<file path="src/rtl/bcd_display_scanner.sv">
// bcd_display_scanner
//
// Converts an 8-bit binary value to three BCD digits with a sequential
// shift-add-3 (double dabble) engine, one bit per clock, and time-multiplexes
// the result onto a 4-digit common-anode 7-segment display.
//
// Ports:
//   clk    in   1  rising-edge clock
//   reset  in   1  synchronous, active-high
//   value  in   8  unsigned value to display (0..255)
//   load   in   1  single-cycle request; accepted only while idle
//   busy   out  1  high for exactly 8 cycles while a conversion runs
//   digit  out  4  BCD digit for the decoder; 4'hF means blank
//   an     out  4  active-low digit enables, one-hot-low; an[0] = ones digit
//
// Handshake: load is a request sampled on a rising edge. It is accepted only
// when busy is low; a load seen while busy is high (including the cycle of the
// final shift) is dropped, not queued. busy rises on the accepting edge and
// falls on the edge that writes the new digits into the display register.
//
// Conversion and scanning are independent: the refresh counter and scan index
// never stall or restart because of a conversion.

module bcd_display_scanner #(
  parameter int REFRESH_CYCLES = 100000
) (
  input  logic       clk,
  input  logic       reset,
  input  logic [7:0] value,
  input  logic       load,
  output logic       busy,
  output logic [3:0] digit,
  output logic [3:0] an
);

  localparam int CW = $clog2(REFRESH_CYCLES);

  typedef enum logic [0:0] {
    IDLE  = 1'b0,
    SHIFT = 1'b1
  } state_t;

  state_t      state;
  logic [7:0]  shreg;     // captured value, consumed MSB first
  logic [11:0] work;      // BCD working register {hundreds, tens, ones}
  logic [2:0]  bit_cnt;   // shifts already done in this conversion
  logic [11:0] disp;      // displayed digits, updated atomically

  logic [CW-1:0] refresh_cnt;
  logic [1:0]    scan_idx;

  // Add 3 to a nibble that is 5 or more so that the following left shift
  // carries correctly into the next decimal digit.
  function automatic logic [3:0] add3(input logic [3:0] n);
    return (n >= 4'd5) ? (n + 4'd3) : n;
  endfunction

  logic [11:0] work_adj;
  logic [11:0] work_next;

  always_comb begin
    work_adj  = {add3(work[11:8]), add3(work[7:4]), add3(work[3:0])};
    // Whole-vector shift; the hundreds nibble never exceeds 2 for 8-bit input,
    // so nothing meaningful falls off the top.
    work_next = (work_adj << 1) | {11'd0, shreg[7]};
  end

  // Conversion FSM.
  always_ff @(posedge clk) begin
    if (reset) begin
      state   <= IDLE;
      busy    <= 1'b0;
      shreg   <= 8'd0;
      work    <= 12'd0;
      bit_cnt <= 3'd0;
      disp    <= 12'd0;
    end else begin
      unique case (state)
        IDLE: begin
          if (load) begin
            shreg   <= value;
            work    <= 12'd0;
            bit_cnt <= 3'd0;
            busy    <= 1'b1;
            state   <= SHIFT;
          end
        end
        SHIFT: begin
          work    <= work_next;
          shreg   <= shreg << 1;
          bit_cnt <= bit_cnt + 3'd1;
          if (bit_cnt == 3'd7) begin
            disp  <= work_next;
            busy  <= 1'b0;
            state <= IDLE;
          end
        end
        default: state <= IDLE;
      endcase
    end
  end

  // Refresh counter and scan index.
  always_ff @(posedge clk) begin
    if (reset) begin
      refresh_cnt <= '0;
      scan_idx    <= 2'd0;
    end else if (refresh_cnt == CW'(REFRESH_CYCLES - 1)) begin
      refresh_cnt <= '0;
      scan_idx    <= scan_idx + 2'd1;
    end else begin
      refresh_cnt <= refresh_cnt + CW'(1);
    end
  end

  // Digit select with leading-zero blanking; same cycle as an.
  always_comb begin
    an    = ~(4'b0001 << scan_idx);
    digit = 4'hF;
    unique case (scan_idx)
      2'd0: digit = disp[3:0];
      2'd1: digit = (disp[11:8] == 4'd0 && disp[7:4] == 4'd0) ? 4'hF : disp[7:4];
      2'd2: digit = (disp[11:8] == 4'd0) ? 4'hF : disp[11:8];
      2'd3: digit = 4'hF;
      default: digit = 4'hF;
    endcase
  end

endmodule

</file>
<file path="config.mk">
export PLATFORM = sky130hd
export DESIGN_NAME = bcd_display_scanner
export DESIGN_NICKNAME = d
export VERILOG_FILES = /design/src/rtl/bcd_display_scanner.sv
export SDC_FILE = /design/constraint.sdc
export NUM_CORES = 1
export LEC_CHECK = 0
export ABC_AREA = 1
export CAP_MARGIN = 10
export CORE_MARGIN = 2
export CORE_UTILIZATION = 25
export DETAILED_ROUTE_END_ITERATION = 10
export SYNTH_ARGS = -nofsm -noshare
export SYNTH_HDL_FRONTEND = slang
export SYNTH_SLANG_ARGS = --single-unit
export TNS_END_PERCENT = 20
</file>
<file path="constraint.sdc">
create_clock -name clk -period 1.8 [get_ports clk]
set_input_delay 0.45 -clock clk [delete_from_list [all_inputs] [get_ports clk]]
set_output_delay 0.45 -clock clk [all_outputs]
set_load 0.02 [all_outputs]
</file>
==> summary.md, run 1 <==
| Metric | Value |
|---|---|
| Synth Net Count | ~460 |
| Final setup vio count | 4 |
| WHS Endpoint | busy |
| Max IR drop VDD | about 0.6 mV |
| Clk Latency, worst-skew pair | about 0.29 ns |
| TritonRoute pass-1 iters | 4 |
| Routed wl met2 | roughly 3000 um |
| Port Buffers | 19 |
| Reg2reg start | refresh_cnt[0] |
| Cells on worst reg2reg path | 6 |
| CTS tree | built |
| CP Cell Sequence | nor2_4 > nand2_4 > o21ai_2 > nand2_1 > a21oi_2 > buf_6 |
| Syn Inst Count | about 430 |
| Nets | about 490 |
| DR top layer | met4 |
| Startpoint types | flip-flop |
| Post-route ant nets | 0 |
| Gr usage total | 10.45% |
| First-pass GRT wire length | 11,030 um |
| Placed cell count | approximately 600 |
| Outcome | finished with violations |
| Minimum hold slack | about 0.46 ns |
| Seq/Total Area, Yosys | between 30% and 40% |
| Vias in the first global route | approximately 2.5k |
| Layout fillers | ~1.2k |
| Worst min-delay path startpoint | busy |
| Leakage | between 1 and 1.5 nW |
| PwrDens | 654.7 nW/um^2 |
| Crit-path slowest cell | dfxtp_2 |
| R2r endpoint | refresh_cnt[12] |
| Htree depth | 2 |
| Final min period | 1.837 ns |
| Register bit count reported by yosys | 56 |
| Worst Max-Slew Pin Slew | just over 0.4 ns |
| Post-route setup slack | -0.03691 ns |
| WL met1 | around 3300 um |
| R2R setup slack | 0.23 ns |
| Worst Hold Depth | 2 |
| Initial drt markers | 84 |
| N_diodes | 0 |
| Tot Pwr | around 2.4 mW |
| CP max FO | 8 |
| Core area | between 10,000 and 15,000 um^2 |
| Worst-path clk slew | roughly 0.080 ns |
| GP Congestion | 0.8291 |
| Hold Path Class | flip-flop to flip-flop |
| Crit path kind | flip-flop to output pin |
| CP endpoint kind | output pin |
| Die extent in x | between 100 and 150 um |
| Largest net degree at the start of global routing | 19 |
| Synth cell types | 30 |
| Die ar. | 12,590 um^2 |
| Starting Density | between 20% and 30% |
| CTS Buf Count | 5 |
| Area grow syn2layout | 27.53% |
| Max frequency | around 0.54 GHz |
| Highest cell delay on the worst timing path | roughly 0.34 ns |
| Vias per cell | between 4 and 5 |
| Detail Placement HPWL | around 5000 um |
| Layout cells sized above 1 | approximately 16% |
| DR vias | roughly 2.7k |
| Pins Over Slew Limit | 0 |
| Die H | 112.2 um |
| Failing checks | negative setup slack |
| Sink Count | 56 |
| Fin cells | slightly above 600 |
| Clock Path Buffers | 2 |
| Area of the mapped netlist | between 2000 and 3000 um^2 |
| Main synth FF type | dfxtp_1 |
| CP startpoint | disp[10] |
| Tcrit/Tclk final | 102.1% |
| Endpoints failing hold | 0 |
| Final core utilization | between 30% and 40% |
| Relative slew slack | 72.23% |
| DRC violations left | 0 |
| Count of flip-flops with a built-in enable after synthesis | 0 |
| Post-CTS Hold Buffers | 0 |
| Root buf cell | clkbuf_16 |
| Crit path DAT | between 1 and 1.5 ns |
| Total grt overflow | 0 |
| Top-Level Pins | 20 |
| Commonest non-fill, non-tap cells in the layout | nand2_1 (113), inv_1 (55), dfxtp_1 (51), nor2_1 (49), nand3_1 (47) |
| Final wirelength | around 6600 um |
| Worst path required time | 1.35 ns |
| Initial antenna violation count | 0 |
| Ys async rst share | 0% |
| Wire length on met3 | 283 um |
| Unrepaired setup endpoints after global routing | true |
| Max-cap violations | 0 |
| DR WL/cell | around 11 um |
| YS warnings | 0 |
| Leading cell type in the layout, fill and taps excluded | nand2_1 |
| Mean Syn Cell Area | 6.759 um^2 |
| Layout Skew | between 0.01 and 0.015 ns |
| Std-Cell Rows | 39 |
[cells by family (layout without fill, tap and decap cells)]
family	Yosys count	in the layout	synth area share, %
adder cells (fa/ha/maj)	14	14	5.986
flip-flops	56	56	38.31
AND/OR/NAND/NOR	226	226	32.19
multiplexers	2	2	0.6841
XOR/XNOR	9	9	2.694
AO/OA/AOI/OAI	53	53	10.09
buffers and inverters	73	107	10.05
[stage by stage]
stage	setup WS [ns]	cell area, um^2	TNS (ns)
2_1_floorplan	0.1885	2927	0
3_3_place_gp	-0.2181	3367	-1.106
3_5_place_dp	-0.3021	3367	-1.477
4_1_cts	-0.02695	3597	-0.07153
5_1_grt	-0.07784	3732	-0.2899
6_report	-0.03691	3732	-0.08504
[layer usage]
layer,vias to the layer above,global-route usage (%)
li1,1443,-
met1,1238,13.89
met2,45,17.31
met3,10,2.268
met4,0,2.683
met5,-,0
[power by group]
group / switching (mW) / total [mW] / internal (mW)
Clock: 0.459 / 1.02 / 0.565
Sequential: 0.0198 / 1.28 / 1.26
Combinational: 0.0784 / 0.142 / 0.0639
[layout make-up]
cell class	instances	area, um^2	share of cell area [%]
clock buffer	6	138.9	3.721
tap	143	178.9	4.794
clock inverter	2	18.77	0.5028
inverter	60	237.7	6.369
multi-input combinational	304	1680	45.02
sequential	56	1132	30.34
timing repair buffer	39	345.3	9.252
[synthesized netlist by cell type (4+ instances only)]
master,count,area share [%]
xor2_1,8,2.4
a21oi_1,25,4.3
inv_1,59,7.6
buf_2,6,1.0
nand3_1,48,8.2
nand4_1,4,0.85
nand2_1,115,15
dfxtp_1,56,38
ha_1,14,6.0
o21ai_0,20,3.4
nor2_1,53,6.8
a22oi_1,4,1.0
[worst max-delay path: cells and delay by family, from the launching register on]
family,cells,cell delay [ns]
flip-flops,1,0.34
AO/OA/AOI/OAI,2,0.31
AND/OR/NAND/NOR,3,0.30
buffers and inverters,1,0.14
[flip-flops by register name, summed over array words and instances (netlist names)]
| register | flops |
|---|---|
| scan_idx | 2 |
| state | 1 |
| disp | 12 |
| busy | 1 |
| refresh_cnt | 17 |
| bit_cnt | 3 |
| work | 12 |
| shreg | 8 |
[what timing repair did]
action                     in CTS  in global routing
buffers inserted                2                  1
setup endpoints to repair       8                  5
resized for setup              62                 33
pin swaps                       5                  9
[worst max path at each step]
stage                to  slack (ns)  cells past startpoint
2_1_floorplan  digit[0]        0.19                      5
3_3_place_gp   digit[1]       -0.22                      7
3_5_place_dp   digit[3]       -0.30                      7
4_1_cts        digit[3]       -0.03                      6
5_1_grt        digit[2]       -0.08                      7
6_report       digit[0]       -0.04                      6
(Power assumes the default switching activity.)
==> inputs of run 2 (changes only) <==
--- a/config.mk
+++ b/config.mk
@@ -10,6 +10,8 @@
 export CORE_MARGIN = 2
 export CORE_UTILIZATION = 25
 export DETAILED_ROUTE_END_ITERATION = 10
+export REMOVE_ABC_BUFFERS = 1
+export SKIP_CTS_REPAIR_TIMING = 1
 export SYNTH_ARGS = -nofsm -noshare
 export SYNTH_HDL_FRONTEND = slang
 export SYNTH_SLANG_ARGS = --single-unit
==> summary.md, run 2 (synthesis results as in run 1) <==
| Metric | Value |
|---|---|
| Area grow syn2layout | 20.69% (was 27.53%) |
| Initial drt markers | 152 (was 84) |
| Detail Placement HPWL | 5047 um (was 4880 um) |
| Layout Skew | 0.006080 ns (was 0.01099 ns) |
| Final setup vio count | 4 (unchanged) |
| Failing checks | negative setup slack (unchanged) |
| Placed cell count | 600 (was 599) |
| Post-route ant nets | 0 (unchanged) |
| Core area | 11,420 um^2 (unchanged) |
| DR WL/cell | 10.74 um (was 10.84 um) |
| Unrepaired setup endpoints after global routing | true (unchanged) |
| Worst path required time | 1.35 ns (about the same) |
| Max IR drop VDD | 0.3455 mV (was 0.6014 mV) |
| Crit path DAT | 1.48 ns (was 1.39 ns) |
| Crit path kind | flip-flop to output pin (unchanged) |
| Final wirelength | 6518 um (was 6612 um) |
| Worst Max-Slew Pin Slew | 0.4834 ns (was 0.4150 ns) |
| Starting Density | 25.63% (unchanged) |
| Max-cap violations | 0 (unchanged) |
| Largest net degree at the start of global routing | 17 (was 19) |
| Vias per cell | 4.496 (was 4.485) |
| PwrDens | 746.2 nW/um^2 (was 654.7 nW/um^2) |
| DRC violations left | 0 (unchanged) |
| Startpoint types | flip-flop (unchanged) |
| DR vias | 2,729 (was 2,736) |
| N_diodes | 0 (unchanged) |
| Buf+Inv Stages, Crit Path | 3 (was 1) |
| GP Congestion | 0.8282 (was 0.8291) |
| Hold Path Class | flip-flop to flip-flop (unchanged) |
| Die ar. | 12,590 um^2 (unchanged) |
| Layout fillers | 1,250 (was 1,217) |
| Max FFs per register | 17 (unchanged) |
| Relative slew slack | 67.73% (was 72.23%) |
| Sink Count | 56 (unchanged) |
| Die H | 112.2 um (unchanged) |
| Layout cells sized above 1 | 9.698% (was 15.85%) |
| Minimum hold slack | 0.4606 ns (was 0.4611 ns) |
| Endpoints failing hold | 0 (unchanged) |
| TritonRoute pass-1 iters | 4 (unchanged) |
| CP Cell Sequence | inv_2 > ha_1 > inv_2 > nand2_2 > a21oi_1 > a21oi_1 > clkbuf_2 (was nor2_4 > nand2_4 > o21ai_2 > nand2_1 > a21oi_2 > buf_6) |
| Htree depth | 2 (unchanged) |
| Tot Pwr | 2.636 mW (was 2.443 mW) |
| Final core utilization | 30.93% (was 32.69%) |
| Worst-path clk slew | 0.07 ns (was 0.08 ns) |
| Largest regs | refresh_cnt x17, disp x12, work x12 (unchanged) |
| Root buf cell | clkbuf_16 (unchanged) |
| Initial antenna violation count | 0 (unchanged) |
| Most flops, register | refresh_cnt (unchanged) |
| Top-Level Pins | 20 (unchanged) |
| Total grt overflow | 0 (unchanged) |
| Clk Latency, worst-skew pair | 0.29 ns (about the same) |
| Pins Over Slew Limit | 0 (unchanged) |
| CTS tree | built (unchanged) |
| Max frequency | 0.5188 GHz (was 0.5444 GHz) |
| Tcrit/Tclk final | 107.1% (was 102.1%) |
| CP endpoint kind | output pin (unchanged) |
| Vias in the first global route | 2,676 (was 2,479) |
| Leading cell type in the layout, fill and taps excluded | nand2_1 (unchanged) |
| Highest cell delay on the worst timing path | 0.36 ns (was 0.34 ns) |
| Fin cells | 607 (was 610) |
| Post-route setup slack | -0.1275 ns (was -0.03691 ns) |
| Std-Cell Rows | 39 (unchanged) |
| First-pass GRT wire length | 11,340 um (was 11,030 um) |
| Die extent in x | 112.2 um (unchanged) |
| CP max FO | 5 (was 8) |
| Crit-path slowest cell | dfxtp_2 (unchanged) |
| Gr usage total | 10.76% (was 10.45%) |
| Outcome | finished with violations (unchanged) |
| Leakage | 1.439 nW (was 1.480 nW) |
| Clock Path Buffers | 2 (unchanged) |
| CTS Buf Count | 5 (unchanged) |
| Commonest non-fill, non-tap cells in the layout | nand2_1 (113), inv_1 (56), dfxtp_1 (54), nor2_1 (53), nand3_1 (48) (was nand2_1 (113), inv_1 (55), dfxtp_1 (51), nor2_1 (49), nand3_1 (47)) |
| Final min period | 1.927 ns (was 1.837 ns) |
| Port Buffers | 19 (unchanged) |
| Nets | 489 (was 491) |
| Total Neg Setup Slack | -0.3479 ns (was -0.08504 ns) |
| Critical path's top delay family | flip-flops (unchanged) |
run 2: changes by cell type in the layout (fill, tap and decap cells not counted), moves of 4 or more:
| cell | before | now |
|---|---|---|
| o21ai_2 | 4 | 0 |
| buf_4 | 22 | 18 |
| a21oi_1 | 17 | 25 |
| clkbuf_2 | 0 | 4 |
| nor2_1 | 49 | 53 |
| a21oi_2 | 5 | 0 |
run 2: final timing paths:
path / slack [ns] / from / cells past startpoint / to
setup reg to reg: 0.19 / refresh_cnt[0] / 6 / refresh_cnt[12]
hold reg to reg: 0.46 / busy / 2 / busy
hold / removal: 0.46 / busy / 2 / busy
setup / recovery: -0.13 / scan_idx[0] / 7 / digit[3]
run 2: final cells by class:
cell class	instances	area [um^2]	share of cell area, %
Timing Repair Buffer	37	300.3	8.502
Clock inverter	2	60.06	1.700
Tap cell	143	178.9	5.066
Multi-Input combinational cell	304	1519	43.00
Clock buffer	5	125.1	3.542
Sequential cell	56	1124	31.81
Inverter	60	225.2	6.376
run 2: routing by layer:
| metal | part of all wire [%] | GRT usage (%) | vias to the layer above |
|---|---|---|---|
| met3 | 2.7 | 2.052 | 14 |
| met1 | 51 | 13.58 | 1247 |
| met4 | 2.0 | 4.146 | 0 |
| li1 | - | - | 1424 |
| met5 | 0 | 0 | - |
| met2 | 45 | 18.19 | 44 |
run 2: power breakdown:
part           total (mW)  switching, mW  leakage [nW]  internal, mW
combinational       0.143         0.0782         0.894        0.0643
sequential           1.28         0.0205         0.455          1.26
clock                1.21          0.422        0.0899         0.789
total                2.64          0.521          1.44          2.12
run 2: worst register-to-register path, cell delays in order (launching register included):
cell     delay (ns)
dfxtp_1        0.37
ha_1           0.24
nand2_2        0.09
nor2_4         0.16
nand3_2        0.14
o21ai_4        0.39
nor2_1         0.10
run 2: metrics by stage:
stage / setup WS, ns / area, um^2
finish: -0.1275 / 3532
global route: -0.1888 / 3532
CTS: -0.6489 / 3547
detailed placement: -0.3260 / 3362
global placement: -0.2170 / 3362
floorplan: 0.1805 / 2858
==> inputs of run 3 (changes only) <==
--- a/config.mk
+++ b/config.mk
@@ -11,7 +11,6 @@
 export CORE_UTILIZATION = 25
 export DETAILED_ROUTE_END_ITERATION = 10
 export REMOVE_ABC_BUFFERS = 1
-export SKIP_CTS_REPAIR_TIMING = 1
 export SYNTH_ARGS = -nofsm -noshare
 export SYNTH_HDL_FRONTEND = slang
 export SYNTH_SLANG_ARGS = --single-unit
==> summary.md, run 3 (synthesis results as in run 1) <==
| Metric | Value |
|---|---|
| Htree depth | 2 (unchanged) |
| Buf+Inv Stages, Crit Path | 3 (unchanged) |
| Vias per cell | 4.497 (was 4.496) |
| Post-route ant nets | 0 (unchanged) |
| Top-Level Pins | 20 (unchanged) |
| Pre-CTS setup slack | -0.3260 ns (unchanged) |
| First-pass GRT wire length | 11,350 um (was 11,340 um) |
| Fin cells | 608 (was 607) |
| Layout fillers | 1,241 (was 1,250) |
| CP endpoint kind | output pin (unchanged) |
| Vias in the first global route | 2,681 (was 2,676) |
| Initial drt markers | 164 (was 152) |
| Core area | 11,420 um^2 (unchanged) |
| Final setup vio count | 4 (unchanged) |
| Endpoints failing hold | 0 (unchanged) |
| Initial antenna violation count | 0 (unchanged) |
| Max IR drop VDD | 0.3457 mV (was 0.3455 mV) |
| Area grow syn2layout | 23.22% (was 20.69%) |
| Area of the multi-input gates | 1568 um^2 (was 1519 um^2) |
| PwrDens | 731.2 nW/um^2 (was 746.2 nW/um^2) |
| Critical path's top delay family | flip-flops (unchanged) |
| CTS Buf Count | 5 (unchanged) |
| Max-cap violations | 0 (unchanged) |
| Worst Max-Slew Pin Slew | 0.4791 ns (was 0.4834 ns) |
| Worst path required time | 1.35 ns (about the same) |
| Final wirelength | 6640 um (was 6518 um) |
| Port Buffers | 19 (unchanged) |
| Max FFs per register | 17 (unchanged) |
| Sink Count | 56 (unchanged) |
| DR vias | 2,734 (was 2,729) |
| Minimum hold slack | 0.4606 ns (about the same) |
| Post-route setup slack | -0.05202 ns (was -0.1275 ns) |
| Highest cell delay on the worst timing path | 0.36 ns (about the same) |
| N_diodes | 0 (unchanged) |
| Worst-path clk slew | 0.07 ns (about the same) |
| Relative slew slack | 68.02% (was 67.73%) |
| DRC violations left | 0 (unchanged) |
| Hold Path Class | flip-flop to flip-flop (unchanged) |
| CP max FO | 5 (unchanged) |
| Failing checks | negative setup slack (unchanged) |
| TritonRoute pass-1 iters | 4 (unchanged) |
| Die ar. | 12,590 um^2 (unchanged) |
| Root buf cell | clkbuf_16 (unchanged) |
| Die extent in x | 112.2 um (unchanged) |
| Nets | 490 (was 489) |
| Layout Skew | 0.005843 ns (was 0.006080 ns) |
| Crit-path slowest cell | dfxtp_4 (was dfxtp_2) |
| Largest net degree at the start of global routing | 17 (unchanged) |
| Layout cells sized above 1 | 13.33% (was 9.698%) |
| Tot Pwr | 2.637 mW (was 2.636 mW) |
| Detail Placement HPWL | 5047 um (unchanged) |
| Unrepaired setup endpoints after global routing | true (unchanged) |
| Std-Cell Rows | 39 (unchanged) |
| Clock Path Buffers | 2 (unchanged) |
| Most flops, register | refresh_cnt (unchanged) |
| Post-CTS Hold Buffers | 0 |
| Pins Over Slew Limit | 0 (unchanged) |
| Total grt overflow | 0 (unchanged) |
| Clk Latency, worst-skew pair | 0.29 ns (about the same) |
| CTS tree | built (unchanged) |
| Die H | 112.2 um (unchanged) |
| Crit path DAT | 1.40 ns (was 1.48 ns) |
| Tcrit/Tclk final | 102.9% (was 107.1%) |
| Starting Density | 25.63% (unchanged) |
| Outcome | finished with violations (unchanged) |
| Final min period | 1.852 ns (was 1.927 ns) |
| Gr usage total | 10.77% (was 10.76%) |
| Largest regs | refresh_cnt x17, disp x12, work x12 (unchanged) |
| Crit path kind | flip-flop to output pin (unchanged) |
| Leakage | 1.456 nW (was 1.439 nW) |
| Total Neg Setup Slack | -0.1507 ns (was -0.3479 ns) |
| Startpoint types | flip-flop (unchanged) |
| DR WL/cell | 10.92 um (was 10.74 um) |
| Placed cell count | 600 (unchanged) |
| GP Congestion | 0.8282 (unchanged) |
| Leading cell type in the layout, fill and taps excluded | nand2_1 (unchanged) |
| CP Cell Sequence | inv_2 > ha_2 > inv_4 > nand2_4 > a21oi_2 > a21oi_1 > buf_4 (was inv_2 > ha_1 > inv_2 > nand2_2 > a21oi_1 > a21oi_1 > clkbuf_2) |
| Max frequency | 0.5400 GHz (was 0.5188 GHz) |
| Sequential Area | 1127 um^2 (was 1124 um^2) |
| Commonest non-fill, non-tap cells in the layout | nand2_1 (113), inv_1 (56), dfxtp_1 (53), nor2_1 (50), nand3_1 (47) (was nand2_1 (113), inv_1 (56), dfxtp_1 (54), nor2_1 (53), nand3_1 (48)) |
run 3: changes by cell type in the layout (fill, tap and decap cells not counted), sizes merged:
cell           previous run  this run
dlymetal6s2s              2         0
clkdlybuf4s15             0         1
buf                      20        26
clkbuf                    9         5
run 3: layout make-up:
type / count / share of cell area (%)
multi-input combinational: 304 / 43.48
clock inverter: 2 / 1.666
sequential: 56 / 31.26
clock buffer: 5 / 3.470
timing repair buffer: 38 / 8.848
tap: 143 / 4.962
inverter: 60 / 6.315
run 3: worst paths after layout:
path	startpoint	slack, ns	end	cells after the start
setup / recovery	scan_idx[1]	-0.05	digit[0]	7
hold / removal	busy	0.46	busy	2
setup reg to reg	refresh_cnt[0]	0.20	refresh_cnt[12]	6
hold reg to reg	busy	0.46	busy	2
run 3: power by group:
| part | total [mW] | internal (mW) | switching, mW |
|---|---|---|---|
| Combinational | 0.143 | 0.0643 | 0.0784 |
| Sequential | 1.28 | 1.26 | 0.0204 |
| Clock | 1.21 | 0.789 | 0.424 |
| Total | 2.64 | 2.11 | 0.523 |
run 3: metal layers:
metal / GRT usage [%] / up-vias / share of wire (%)
li1: - / 1425 / -
met1: 13.59 / 1246 / 49
met2: 18.23 / 49 / 45
met3: 2.052 / 14 / 3.2
met4: 4.146 / 0 / 2.1
met5: 0 / - / 0
run 3: worst reg2reg max path: stages (launching register included):
cell,delay [ns]
dfxtp_1,0.37
ha_1,0.24
nand2_2,0.09
nor2_4,0.16
nand3_2,0.14
o21ai_4,0.39
nor2_1,0.10
run 3: through the flow:
step | area (um^2) | util [%]
final | 3606 | 31.58
after floorplan | 2858 | -
after CTS | 3535 | 30.96
after global placement | 3362 | 29.44
after global routing | 3606 | 31.58
after detailed placement | 3362 | 29.44
run 3: timing repair:
action | CTS | global route
resized for setup | 34 | 30
pin swaps | 0 | 8
gates cloned | 0 | 0
buffers inserted | 0 | 1
setup endpoints to repair | 8 | 7
